==> src/rtl/fantasticfft_pkg.sv <==
// Shared types for the 8-point FFT scheduler: fixed-point word, real and complex
// frames, and the gather/drain state encodings.
package fantasticfft_pkg;

   localparam int FX_INT  = 8;
   localparam int FX_FRAC = 8;
   localparam int FX_W    = FX_INT + FX_FRAC;
   localparam int FRAME_N = 8;

   typedef logic [FX_W-1:0] fixed_t;
   typedef fixed_t [FRAME_N-1:0] frame_t;

   typedef struct packed {
      frame_t re;
      frame_t im;
   } cframe_t;

   typedef enum logic {
      G_FILL = 1'b0,
      G_FULL = 1'b1
   } gather_state_t;

   typedef enum logic {
      D_IDLE  = 1'b0,
      D_DRAIN = 1'b1
   } drain_state_t;

   // Width helper that never returns 0, so depth-1 buffers still get a real pointer.
   function automatic int clog2_min1(input int n);
      return (n <= 2) ? 1 : $clog2(n);
   endfunction

endpackage

==> src/rtl/fantasticfft_frame_fifo.sv <==
// Output frame buffer: DEPTH complex frames with push/pop/count. No overflow
// protection here; the scheduler's credit scheme guarantees space before issue.
module fantasticfft_frame_fifo
   import fantasticfft_pkg::*;
#(
   parameter int  DEPTH = 2,
   localparam int PW    = clog2_min1(DEPTH),
   localparam int CW    = clog2_min1(DEPTH + 1)
) (
   input  logic          clk,
   input  logic          rst,
   input  logic          push,
   input  cframe_t       push_data,
   input  logic          pop,
   output cframe_t       head,
   output logic [CW-1:0] count
);

   cframe_t         mem [DEPTH];
   logic [PW-1:0]   wr_ptr;
   logic [PW-1:0]   rd_ptr;

   always_ff @(posedge clk or posedge rst) begin
      if (rst) begin
         wr_ptr <= '0;
         rd_ptr <= '0;
         count  <= '0;
      end else begin
         if (push) wr_ptr <= (wr_ptr == PW'(DEPTH - 1)) ? '0 : wr_ptr + 1'b1;
         if (pop)  rd_ptr <= (rd_ptr == PW'(DEPTH - 1)) ? '0 : rd_ptr + 1'b1;
         case ({push, pop})
            2'b10:   count <= count + 1'b1;
            2'b01:   count <= count - 1'b1;
            default: count <= count;
         endcase
      end
   end

   // Frame storage is data only; validity lives entirely in count.
   always_ff @(posedge clk) begin
      if (push) mem[wr_ptr] <= push_data;
   end

   assign head = mem[rd_ptr];

endmodule

==> src/rtl/fantasticfft_fft8_sched.sv <==
// Streaming scheduler around the 8-point FFT core: gathers 8 real samples,
// issues them with a credit check, buffers 16 result words and drains complex bins.
// Handshakes: a transfer happens on a rising clk edge when valid && ready are both
// high; the source holds valid and data stable until then, ready may depend on valid.
module fantasticfft_fft8_sched
   import fantasticfft_pkg::*;
#(
   parameter int  INT_SIZE     = FX_INT,
   parameter int  FRAC_SIZE    = FX_FRAC,
   parameter int  CORE_LATENCY = 4,
   parameter int  OUT_FRAMES   = 2,
   localparam int W            = INT_SIZE + FRAC_SIZE
) (
   input  logic           clk,
   input  logic           rst,
   input  logic           in_valid,
   output logic           in_ready,
   input  logic [W-1:0]   in_data,
   output logic           core_valid,
   output logic [8*W-1:0] core_x,
   input  logic           core_result_valid,
   input  logic [8*W-1:0] core_y,
   input  logic [8*W-1:0] core_yi,
   output logic           out_valid,
   input  logic           out_ready,
   output logic [W-1:0]   out_re,
   output logic [W-1:0]   out_im,
   output logic [2:0]     out_idx,
   output logic           out_last,
   output logic           err_unexpected
);

   localparam int CW = clog2_min1(OUT_FRAMES + 1);
   localparam int BW = clog2_min1(CORE_LATENCY + 1);

   gather_state_t       g_state, g_next;
   drain_state_t        d_state, d_next;
   logic [2:0]          wr_idx;
   logic [6:0][W-1:0]   slot_q;
   logic [8*W-1:0]      core_x_q;
   logic [CW-1:0]       inflight;
   logic [CW-1:0]       stored;
   logic [CW-1:0]       stored_next;
   logic [CW:0]         occupancy;
   logic [BW-1:0]       blank_cnt;
   logic [2:0]          rd_idx;
   logic                in_hs, out_hs;
   logic                issue, credit_ok;
   logic                res_ok, push, pop;
   logic                err_q;
   cframe_t             push_data, head;

   assign in_hs  = in_valid && in_ready;
   assign out_hs = out_valid && out_ready;
   assign pop    = out_hs && (rd_idx == 3'd7);

   // A pop this cycle hands its slot straight back to a waiting frame.
   assign occupancy = {1'b0, inflight} + {1'b0, stored} - (CW + 1)'(pop);
   assign credit_ok = occupancy < (CW + 1)'(OUT_FRAMES);

   assign res_ok = core_result_valid && (blank_cnt == '0);
   assign push   = res_ok && (inflight != '0);

   always_comb begin
      stored_next = stored;
      case ({push, pop})
         2'b10:   stored_next = stored + 1'b1;
         2'b01:   stored_next = stored - 1'b1;
         default: stored_next = stored;
      endcase
   end

   // Gather FSM
   always_ff @(posedge clk or posedge rst) begin
      if (rst) begin
         g_state  <= G_FILL;
         wr_idx   <= '0;
         slot_q   <= '0;
         core_x_q <= '0;
      end else begin
         g_state <= g_next;
         if (in_hs) begin
            if (wr_idx == 3'd7) core_x_q <= {in_data, slot_q};
            else                slot_q[wr_idx] <= in_data;
            wr_idx <= wr_idx + 3'd1;
         end
      end
   end

   always_comb begin
      g_next   = g_state;
      issue    = 1'b0;
      in_ready = 1'b0;
      case (g_state)
         G_FILL: begin
            in_ready = 1'b1;
            if (in_valid && (wr_idx == 3'd7)) g_next = G_FULL;
         end
         G_FULL: begin
            issue    = credit_ok;
            in_ready = credit_ok;
            if (credit_ok) g_next = G_FILL;
         end
         default: g_next = G_FILL;
      endcase
   end

   assign core_valid = issue;
   assign core_x     = core_x_q;

   // Credits, reset blanking and the sticky error flag
   always_ff @(posedge clk or posedge rst) begin
      if (rst) begin
         inflight  <= '0;
         blank_cnt <= BW'(CORE_LATENCY);
         err_q     <= 1'b0;
      end else begin
         if (issue && !push)      inflight <= inflight + 1'b1;
         else if (push && !issue) inflight <= inflight - 1'b1;
         if (blank_cnt != '0) blank_cnt <= blank_cnt - 1'b1;
         if (res_ok && (inflight == '0)) err_q <= 1'b1;
      end
   end

   assign err_unexpected = err_q;
   assign push_data.re   = core_y;
   assign push_data.im   = core_yi;

   fantasticfft_frame_fifo #(
      .DEPTH (OUT_FRAMES)
   ) u_fifo (
      .clk       (clk),
      .rst       (rst),
      .push      (push),
      .push_data (push_data),
      .pop       (pop),
      .head      (head),
      .count     (stored)
   );

   // Drain FSM; looking at stored_next lets a fresh capture show up the next cycle.
   always_ff @(posedge clk or posedge rst) begin
      if (rst) begin
         d_state <= D_IDLE;
         rd_idx  <= '0;
      end else begin
         d_state <= d_next;
         if (out_hs) rd_idx <= rd_idx + 3'd1;
      end
   end

   always_comb begin
      d_next = d_state;
      case (d_state)
         D_IDLE:  if (stored_next != '0) d_next = D_DRAIN;
         D_DRAIN: if (pop && (stored_next == '0)) d_next = D_IDLE;
         default: d_next = D_IDLE;
      endcase
   end

   assign out_valid = (d_state == D_DRAIN);
   assign out_re    = out_valid ? head.re[rd_idx] : '0;
   assign out_im    = out_valid ? head.im[rd_idx] : '0;
   assign out_idx   = rd_idx;
   assign out_last  = (rd_idx == 3'd7);

endmodule

==> config.mk <==
export PLATFORM = sky130hd
export DESIGN_NAME = fantasticfft_fft8_sched
export DESIGN_NICKNAME = d
export VERILOG_FILES = /design/src/rtl/fantasticfft_pkg.sv /design/src/rtl/fantasticfft_frame_fifo.sv /design/src/rtl/fantasticfft_fft8_sched.sv
export SDC_FILE = /design/constraint.sdc
export NUM_CORES = 1
export LEC_CHECK = 0
export CORE_MARGIN = 3
export CORE_UTILIZATION = 32
export CTS_CLUSTER_DIAMETER = 40
export DETAILED_ROUTE_END_ITERATION = 16
export GPL_TIMING_DRIVEN = 0
export HOLD_SLACK_MARGIN = 0.05
export PLACE_DENSITY = 0.49
export REMOVE_ABC_BUFFERS = 1
export SYNTH_ARGS = -nofsm -noshare
export SYNTH_HDL_FRONTEND = slang
export SYNTH_SLANG_ARGS = --single-unit
==> constraint.sdc <==
create_clock -name clk -period 14.76 [get_ports clk]
set_clock_uncertainty 0.1 [all_clocks]
set_input_delay 3.69 -clock clk [delete_from_list [all_inputs] [get_ports clk]]
set_output_delay 3.69 -clock clk [all_outputs]
set_load 0.05 [all_outputs]
Word-level counts from Yosys, hierarchy flattened
Memories as Yosys holds them, arrays and structs flattened.
Cells that the tools add are included.
Operators by class
  add/sub/neg operators: 11
  multipliers: 0
  div/mod/pow operators: 0
  order comparisons: 4
  eq/ne operators: 4
  shift operators: 0
  mux-type cells: 24
  bitwise operators: 3
  reductions and logical operators: 22
Operators with widths (number)
  112-bit bitwise mux: 1
  16-bit binary-select mux with 3-bit select: 2
  16-bit two-way mux: 5
  16-bit demux with 3-bit select: 1
  1-bit logical AND: 11
  1-bit two-way mux: 9
  3-bit by 4-bit less-than comparator with 1-bit output (second input constant): 2
  3-bit by 1-bit adder with 3-bit output (second input constant): 2
  3-bit == test (second input constant): 2
  1-bit one-hot mux with 2 select lines: 3
  2-bit nonzero test: 3
  2-bit by 1-bit adder with 2-bit output (second input constant): 2
  2-bit logical NOT: 2
  2-bit two-way mux: 2
  2-bit one-hot mux with 2 select lines: 1
  2-bit AND reduction: 2
  2-bit by 1-bit subtractor with 2-bit output (second input constant): 2
  2-bit by 2-bit adder with 3-bit output: 1
  3-bit by 1-bit >= comparator with 1-bit output (second input constant): 1
  3-bit logical NOT: 1
  3-bit by 2-bit less-than comparator with 1-bit output (second input constant): 1
  1-bit inverter: 3
  3-bit nonzero test: 1
  3-bit by 1-bit subtractor with 3-bit output: 1
  other kinds (5): 7
Storage, ports and cells
  register bits after elaboration: 258
  bits in latches: 0
  RAM bits: 512
  ROM bits: 0
  input port bits: 277
  output and inout bits: 168
  logic and storage cells: 87
  memories kept: 1
Memories
  u_fifo.mem: words 2, width 256, rd ports 1, clocked after Yosys merged registers in 0, write ports 1, RTL line fantasticfft_frame_fifo.sv:19  | cframe_t mem [DEPTH];

Depth between registers and ports, before layout
Gate-level depths: netlist of run 1.
  word-level depth: 9
  depth in mapped cells: 13
  mapped depth without buffers: 12

Cells and area by module
Synthesis of run 1 repeated with hierarchy kept, for this count alone.
Second synthesis, totals
  cell total of the unflattened synthesis: 1658
  area, all modules: 31582.8 µm²
By module, submodules not included
  fantasticfft_frame_fifo: times used 1, cells an instance 812, area each 19662.6 µm²
  fantasticfft_fft8_sched: times used 1, cells an instance 846, area each 11920.2 µm²

Least setup slack after synthesis of run 1
No wires, ideal clock.
  path kind: input port to flip-flop
  start: input core_result_valid
  end: memory u_fifo.mem[0][0] (netlist bit), enable pin
  library setup time: 879 ps
  data arrival time: 14516 ps
  setup slack: -735 ps
  stages: 2
  cells stage by stage: nand3b_1 > nor2_1
Between the ends
  longest elaborated chain between the ends: 4
Ends and longest elaborated chain
  start, declared: RTL line fantasticfft_fft8_sched.sv:21  | input logic core_result_valid,
  1-bit logical AND: RTL line fantasticfft_fft8_sched.sv:61  | assign res_ok = core_result_valid && (blank_cnt == '0);
  1-bit logical AND: RTL line fantasticfft_fft8_sched.sv:62  | assign push = res_ok && (inflight != '0);
  1-bit two-way mux: RTL line fantasticfft_frame_fifo.sv:41  | if (push) mem[wr_ptr] <= push_data;
  1-bit two-way mux (implied by the code): RTL line fantasticfft_frame_fifo.sv:41
  end, declared: RTL line fantasticfft_frame_fifo.sv:19
No other way between the ends.

Worst setup path in the final report of run 1
  start: input out_ready
  end: output core_valid
Between the ends
  longest elaborated chain between the ends: 5
Ends and longest elaborated chain
  start, declared: RTL line fantasticfft_fft8_sched.sv:25  | input logic out_ready,
  1-bit logical AND: RTL line fantasticfft_fft8_sched.sv:54  | assign out_hs = out_valid && out_ready;
  1-bit logical AND: RTL line fantasticfft_fft8_sched.sv:55  | assign pop = out_hs && (rd_idx == 3'd7);
  3-bit by 1-bit subtractor with 3-bit output: RTL line fantasticfft_fft8_sched.sv:58  | assign occupancy = {1'b0, inflight} + {1'b0, stored} - (CW + 1)'(pop);
  3-bit by 2-bit less-than comparator with 1-bit output: RTL line fantasticfft_fft8_sched.sv:59  | assign credit_ok = occupancy < (CW + 1)'(OUT_FRAMES);
  1-bit two-way mux: RTL line fantasticfft_fft8_sched.sv:94  | case (g_state)
  end, declared: RTL line fantasticfft_fft8_sched.sv:19  | output logic core_valid,
No other way between the ends.

==> results.txt, run 1 <==
clock-pin transition on the worst setup and hold timing paths - 0.04 ns
pwr/cell area - 245 mW/mm^2
Num Clock Sinks - 770
initial detailed-routing violation count - 793
Die X - 313 um
worst path required time - 10.97 ns
Critical Path Fanout Max - 5
GPL Wtd Cong - 0.713
Netlist cell types - 41
total congestion overflow - 0
Post-synth top cells - edfxtp_1 (512), dfrtp_1 (257), mux2i_1 (236)
post-placement setup slack - 4.43 ns
layout cells sized above 1 - 19.7%
Slew @ Worst Pin - 1.20 ns
CTS tree - done
CTS Buf Count - 119
Yosys top cell by area - edfxtp_1
Worst slew margin - 19.9%
drt wl/cell - 21.8 um
Synth top area share - 50.8%
DRC Markers - 0
Area growth syn-to-layout - 35.4%
GRT Total Usage - 15.5%
Final Slew Violations - 0
cts repair resizes - 0
async set-reset flop share out of synthesis - 33.5%
number of setup violations in the final report - 0
largest net degree at the start of global routing - 121
maxcap violations - 0
Final HPWL DP - 51,000 um
post-route total power - 0.0101 W
status - finished, final reports clean
vias in the first global route - 17,700
hold_ws - 0.374 ns
Finished Layout Cells - 3,531
placed cell area - 0.0368 mm^2
hold_buf cts - 0
Peak VDD IR - 0.156 mV
Max Root-Sink Buffers - 3
global-route wire length before repair - 114,000 um
initial antenna violation count - 44
most used flip-flop cell after synthesis - edfxtp_1
most common cell in the synthesized netlist - edfxtp_1
postcts setup bufs - 0
unrepaired setup endpoints after global routing - no
Critical Path Source Type - input pin
Root Buffer Master - clkbuf_16
die span in y - 313 um
Netlist Area Pre-Place - 0.0303 mm^2
Cells after Synth - 1,637
WP data arrival - 6.49 ns
Via Count - 16,300
Ys Warns - 0
Clock H-tree levels - 3
Mean Syn Cell Area - 18.5 um^2
I/O Buffers - 444
Tcrit/Tclk final - 69.6%
Hold Vio Cnt, Final - 0
top cells by area, synth - edfxtp_1 (51%), dfrtp_1 (21%), mux2_4 (7.9%)
Setup crit end kind - primary output
Starting Density - 32.4%
drt via density - 4.62
WS Path Type - in2out
Design Area, Final - 0.0410 mm^2
worst skew pair latency - 0.69 ns
fmax - 97.3 MHz
First-pass DRT Iterations - 6
Worst Hold Class - reg2reg
post-synthesis sequential area ratio - 72.2%
dpl cells - 3,288
Nets - 2,442
flops & latches, synth - 770
Final Critical Period - 10.28 ns
area of the die - 0.0983 mm^2
routed wire length - 76,900 um
leakage - 16.2 nW
Post-synth EDFFs - 512
Core Region - 0.0935 mm^2
Routed Antenna Nets - 0
# IOs - 445
Core Rows - 112
worst setup margin - 4.48 ns
-- layer usage --
layer  vias up  global-route usage [%]  routed length, um
li1       7476                       -                  -
met1      8139                    18.5              31000
met2       471                    25.2              36700
met3       177                    6.55               6820
met4        52                    5.25               1960
met5         -                       0                388
-- cell usage in the layout, fill, tap and decap left out, types with 3 or more instances in the layout --
cell type        count
inv_8                5
ha_1                 9
bufinv_16           14
clkinvlp_4          14
buf_12              20
a221oi_1            11
clkdlybuf4s50_1    444
clkinv_4            17
nor2_4               3
buf_16              20
clkbuf_1            10
clkbuf_16          121
dfrtp_1            256
clkinv_1             6
clkinv_2            14
mux2_2               3
clkbuf_8             5
xnor2_1             10
edfxtp_1           512
o21ai_1             12
diode_2             16
o21ai_0             12
inv_1                7
mux2_1              79
nand2_1             63
a22oi_1            106
mux2i_1            236
mux4_2              11
nor2_1               6
o22ai_1             21
inv_6               18
mux2_4             160
-- cells by family after synthesis --
| kind of cell | Yosys count | synth area share (%) |
|---|---|---|
| AO/OA/AOI/OAI | 166 | 3.88 |
| XOR/XNOR | 12 | 0.347 |
| adder cells (fa/ha/maj) | 10 | 0.438 |
| buffers and inverters | 95 | 1.85 |
| flip-flops | 770 | 72.2 |
| multiplexers | 489 | 19.6 |
| AND/OR/NAND/NOR | 95 | 1.71 |
-- critical path, cell delays in order --
cell and delay (ns):
clkdlybuf4s50_1 0.49, nand3_1 0.18, nor2_1 0.22, o21ai_0 0.15, fa_1 0.39, xor2_1 0.28
and3_1 0.23, clkdlybuf4s50_1 0.83
-- cell type report --
class                   instances  area, um^2
repair buffers                484        5400
flip-flops and latches        770       21800
clock buffers                 136        3130
diodes                         16        40.0
fillers                      8275       52500
multi-input cells             772        7920
clock inverters                91        1030
well taps                    1254        1570
inverters                       8        37.5
-- path summary, 6_finish.rpt --
check,end,startpoint,slack [ns],depth (start not counted)
min in group asynchronous,core_x[122],rst,3.27,2
setup reg to reg,core_x[125],out_idx[1],9.65,11
hold / removal,blank_cnt[0],blank_cnt[0],0.37,1
setup / recovery,core_valid,out_ready,4.48,8
hold reg to reg,blank_cnt[0],blank_cnt[0],0.37,1
max in group asynchronous,u_fifo.rd_ptr,rst,10.33,3
-- registers in the layout (all words and copies together) (netlist names), 2 cells and up --
register,flops
u_fifo.mem,512
out_idx,3
blank_cnt,3
u_fifo.count,2
inflight,2
slot_q,112
wr_idx,3
core_x,128
-- power by group --
part	leakage [nW]	switching, W	internal, W
clock	2.01	0.00106	0.00180
sequential	7.92	0.000313	0.00303
combinational	6.23	0.00228	0.00158
total	16.2	0.00366	0.00640
-- stage by stage --
stage | TNS [ns] | utilization, %
5_1_grt | 0 | 43.8
4_1_cts | 0 | 43.8
2_1_floorplan | -376.33 | -
6_report | 0 | 43.8
3_5_place_dp | 0 | 39.3
3_3_place_gp | -4140.76 | 38.2
No activity file was read; power rests on OpenSTA's default activity.
==> run 2: changes to the inputs <==
Settings changed: PLACE_DENSITY 0.49 to 0.51.
Clock period 14.76 ns to 9.2 ns, I/O delays scaled along.
==> run 2 against run 1 <==
Die area stayed put. Critical path depth did not move. Via count fell by 0.30%. Sequential cell count is the same. Global-route usage is 0.11 points lower. Critical path type unchanged. Highest routed layer unchanged.
==> results.txt, run 2 (synthesis results as in run 1) <==
status - finished, final reports clean
Root Buffer Master - clkbuf_16
Final HPWL DP - 50,400 um (-1.3%)
hold_buf cts - 0 (unchanged)
First-pass DRT Iterations - 4 (-2)
Routed Antenna Nets - 0 (unchanged)
Worst Hold Class - reg2reg
# IOs - 445 (unchanged)
Worst slew margin - 10.1% (-9.9 points)
vias in the first global route - 17,500 (-1.5%)
post-layout util - 43.5% (-0.36 points)
Starting Density - 32.4% (unchanged)
WP data arrival - 5.13 ns (-1.36 ns)
I/O Buffers - 444 (unchanged)
post-route total power - 0.0159 W (+59%)
Setup crit end kind - primary output
Area growth syn-to-layout - 34.3%
WS Path Type - in2out
initial antenna violation count - 47 (+6.8%)
drt wl/cell - 21.7 um (-0.33%)
Peak VDD IR - 0.238 mV (+53%)
die span in y - 313 um (unchanged)
Final Slew Violations - 0 (unchanged)
maxcap violations - 0 (unchanged)
Die X - 313 um (unchanged)
GRT Total Usage - 15.4% (-0.11 points)
postcts setup bufs - 0 (unchanged)
routed wire length - 76,400 um (-0.58%)
Nets - 2,436 (-0.25%)
Clock H-tree levels - 3 (unchanged)
unrepaired setup endpoints after global routing - no
worst skew pair latency - 0.67 ns (-0.02 ns)
CTS tree - done
number of flip-flops in the largest register - 512 (unchanged)
leakage - 16.0 nW (-0.98%)
fmax - 133 MHz
largest net degree at the start of global routing - 132 (+9.1%)
most frequent cells in the layout - edfxtp_1 (512), clkdlybuf4s50_1 (444), dfrtp_1 (256)
global-route wire length before repair - 113,000 um (-0.46%)
drt via density - 4.62 (about the same)
worst path required time - 6.80 ns (-4.17 ns)
layout cells sized above 1 - 18.9% (-0.86 points)
Final Critical Period - 7.53 ns
most common cell after layout, fill and taps aside - edfxtp_1
DRC Markers - 0 (unchanged)
GPL Wtd Cong - 0.724 (+1.6%)
dpl cells - 3,281 (-0.21%)
Finished Layout Cells - 3,522 (-0.25%)
pwr/cell area - 393 mW/mm^2 (+60%)
Core Region - 0.0935 mm^2 (unchanged)
Via Count - 16,300 (-0.30%)
Tcrit/Tclk final - 81.9%
initial detailed-routing violation count - 935 (+18%)
area of the die - 0.0983 mm^2 (unchanged)
total congestion overflow - 0 (unchanged)
number of setup violations in the final report - 0 (unchanged)
Hold Vio Cnt, Final - 0 (unchanged)
Critical Path Fanout Max - 5 (unchanged)
Critical Path Source Type - input pin
cts repair resizes - 0 (unchanged)
Biggest register - u_fifo.mem
clock-pin transition on the worst setup and hold timing paths - 0.05 ns (about the same)
CTS Buf Count - 120 (+0.84%)
Num Clock Sinks - 770 (unchanged)
Core Rows - 112 (unchanged)
Max Root-Sink Buffers - 3 (unchanged)
Slew @ Worst Pin - 1.34 ns (+0.147 ns)
## run 2: cell count changes in the layout (fill, tap and decap cells not counted), moves of 3 or more
cell	delta
buf_16	-13
diode_2	+4
clkinv_2	+4
clkinv_4	-8
inv_6	-7
clkbuf_1	+3
inv_8	-3
clkinv_1	+6
buf_12	+6
## run 2: layout make-up
type | count | area (um^2)
multi-input combinational | 772 | 7930
fill | 8317 | 52800
inverter | 8 | 37.5
clock buffer | 139 | 3130
clock inverter | 82 | 922
antenna | 20 | 50.0
timing repair buffer | 477 | 5160
tap | 1254 | 1570
sequential | 770 | 21800
## run 2: final timing paths
path | to | from | slack, ns | cells after the start
max | core_valid | out_ready | 1.67 | 8
min | err_unexpected | err_unexpected | 0.37 | 1
max reg2reg | core_x[126] | out_idx[1] | 4.07 | 11
min reg2reg | err_unexpected | err_unexpected | 0.37 | 1
max in group asynchronous | u_fifo.rd_ptr | rst | 5.60 | 3
min in group asynchronous | core_x[123] | rst | 2.15 | 2
## run 2: critical path, stage by stage
cell and delay [ns]:
clkdlybuf4s50_1 0.51, nand3_1 0.19, nor2_1 0.22, o21ai_0 0.15
fa_1 0.40, xor2_1 0.29, and3_1 0.23, clkdlybuf4s50_1 0.84
## run 2: metal layers
layer | GRT usage [%] | wire [um] | part of all wire [%]
met1 | 18.3 | 31000 | 41
met2 | 24.9 | 35900 | 47
met3 | 7.21 | 7320 | 9.6
met4 | 4.38 | 1840 | 2.4
met5 | 0 | 325 | 0.43
## run 2: per-stage QoR
| stage | cell area [um^2] | TNS (ns) | worst slack [ns] | hold slack [ns] |
|---|---|---|---|---|
| 3_5_place_dp | 36500 | 0 | 1.66 | 0.370 |
| 4_1_cts | 40600 | 0 | 1.64 | 0.381 |
| 5_1_grt | 40600 | 0 | 1.45 | 0.392 |
| 6_report | 40600 | 0 | 1.67 | 0.371 |
| 2_1_floorplan | 29700 | -2662.38 | -4.91 | 0.346 |
| 3_3_place_gp | 35700 | -7375.73 | -12.27 | 0.358 |
## run 2: power breakdown
part | switching [W] | internal (W) | total, W
combinational | 0.00365 | 0.00245 | 0.00611
sequential | 0.000506 | 0.00486 | 0.00536
clock | 0.00164 | 0.00284 | 0.00448
==> run 3: changes to the inputs <==
Settings changed: PLACE_DENSITY 0.51 to 0.49.
Clock period 9.2 ns to 7.4 ns, I/O delays scaled along.
==> results of run 3 <==
The final DEF is identical to that of run 1. Status: finished, final reports clean.
Main changes from that run: setup slack after placement 4.43 ns -> 0.752 ns; setup slack after layout 4.48 ns -> 0.801 ns; register-to-register setup slack 9.65 ns -> 2.29 ns; total power 0.0101 W -> 0.0201 W; worst IR drop on VDD 0.156 mV -> 0.311 mV
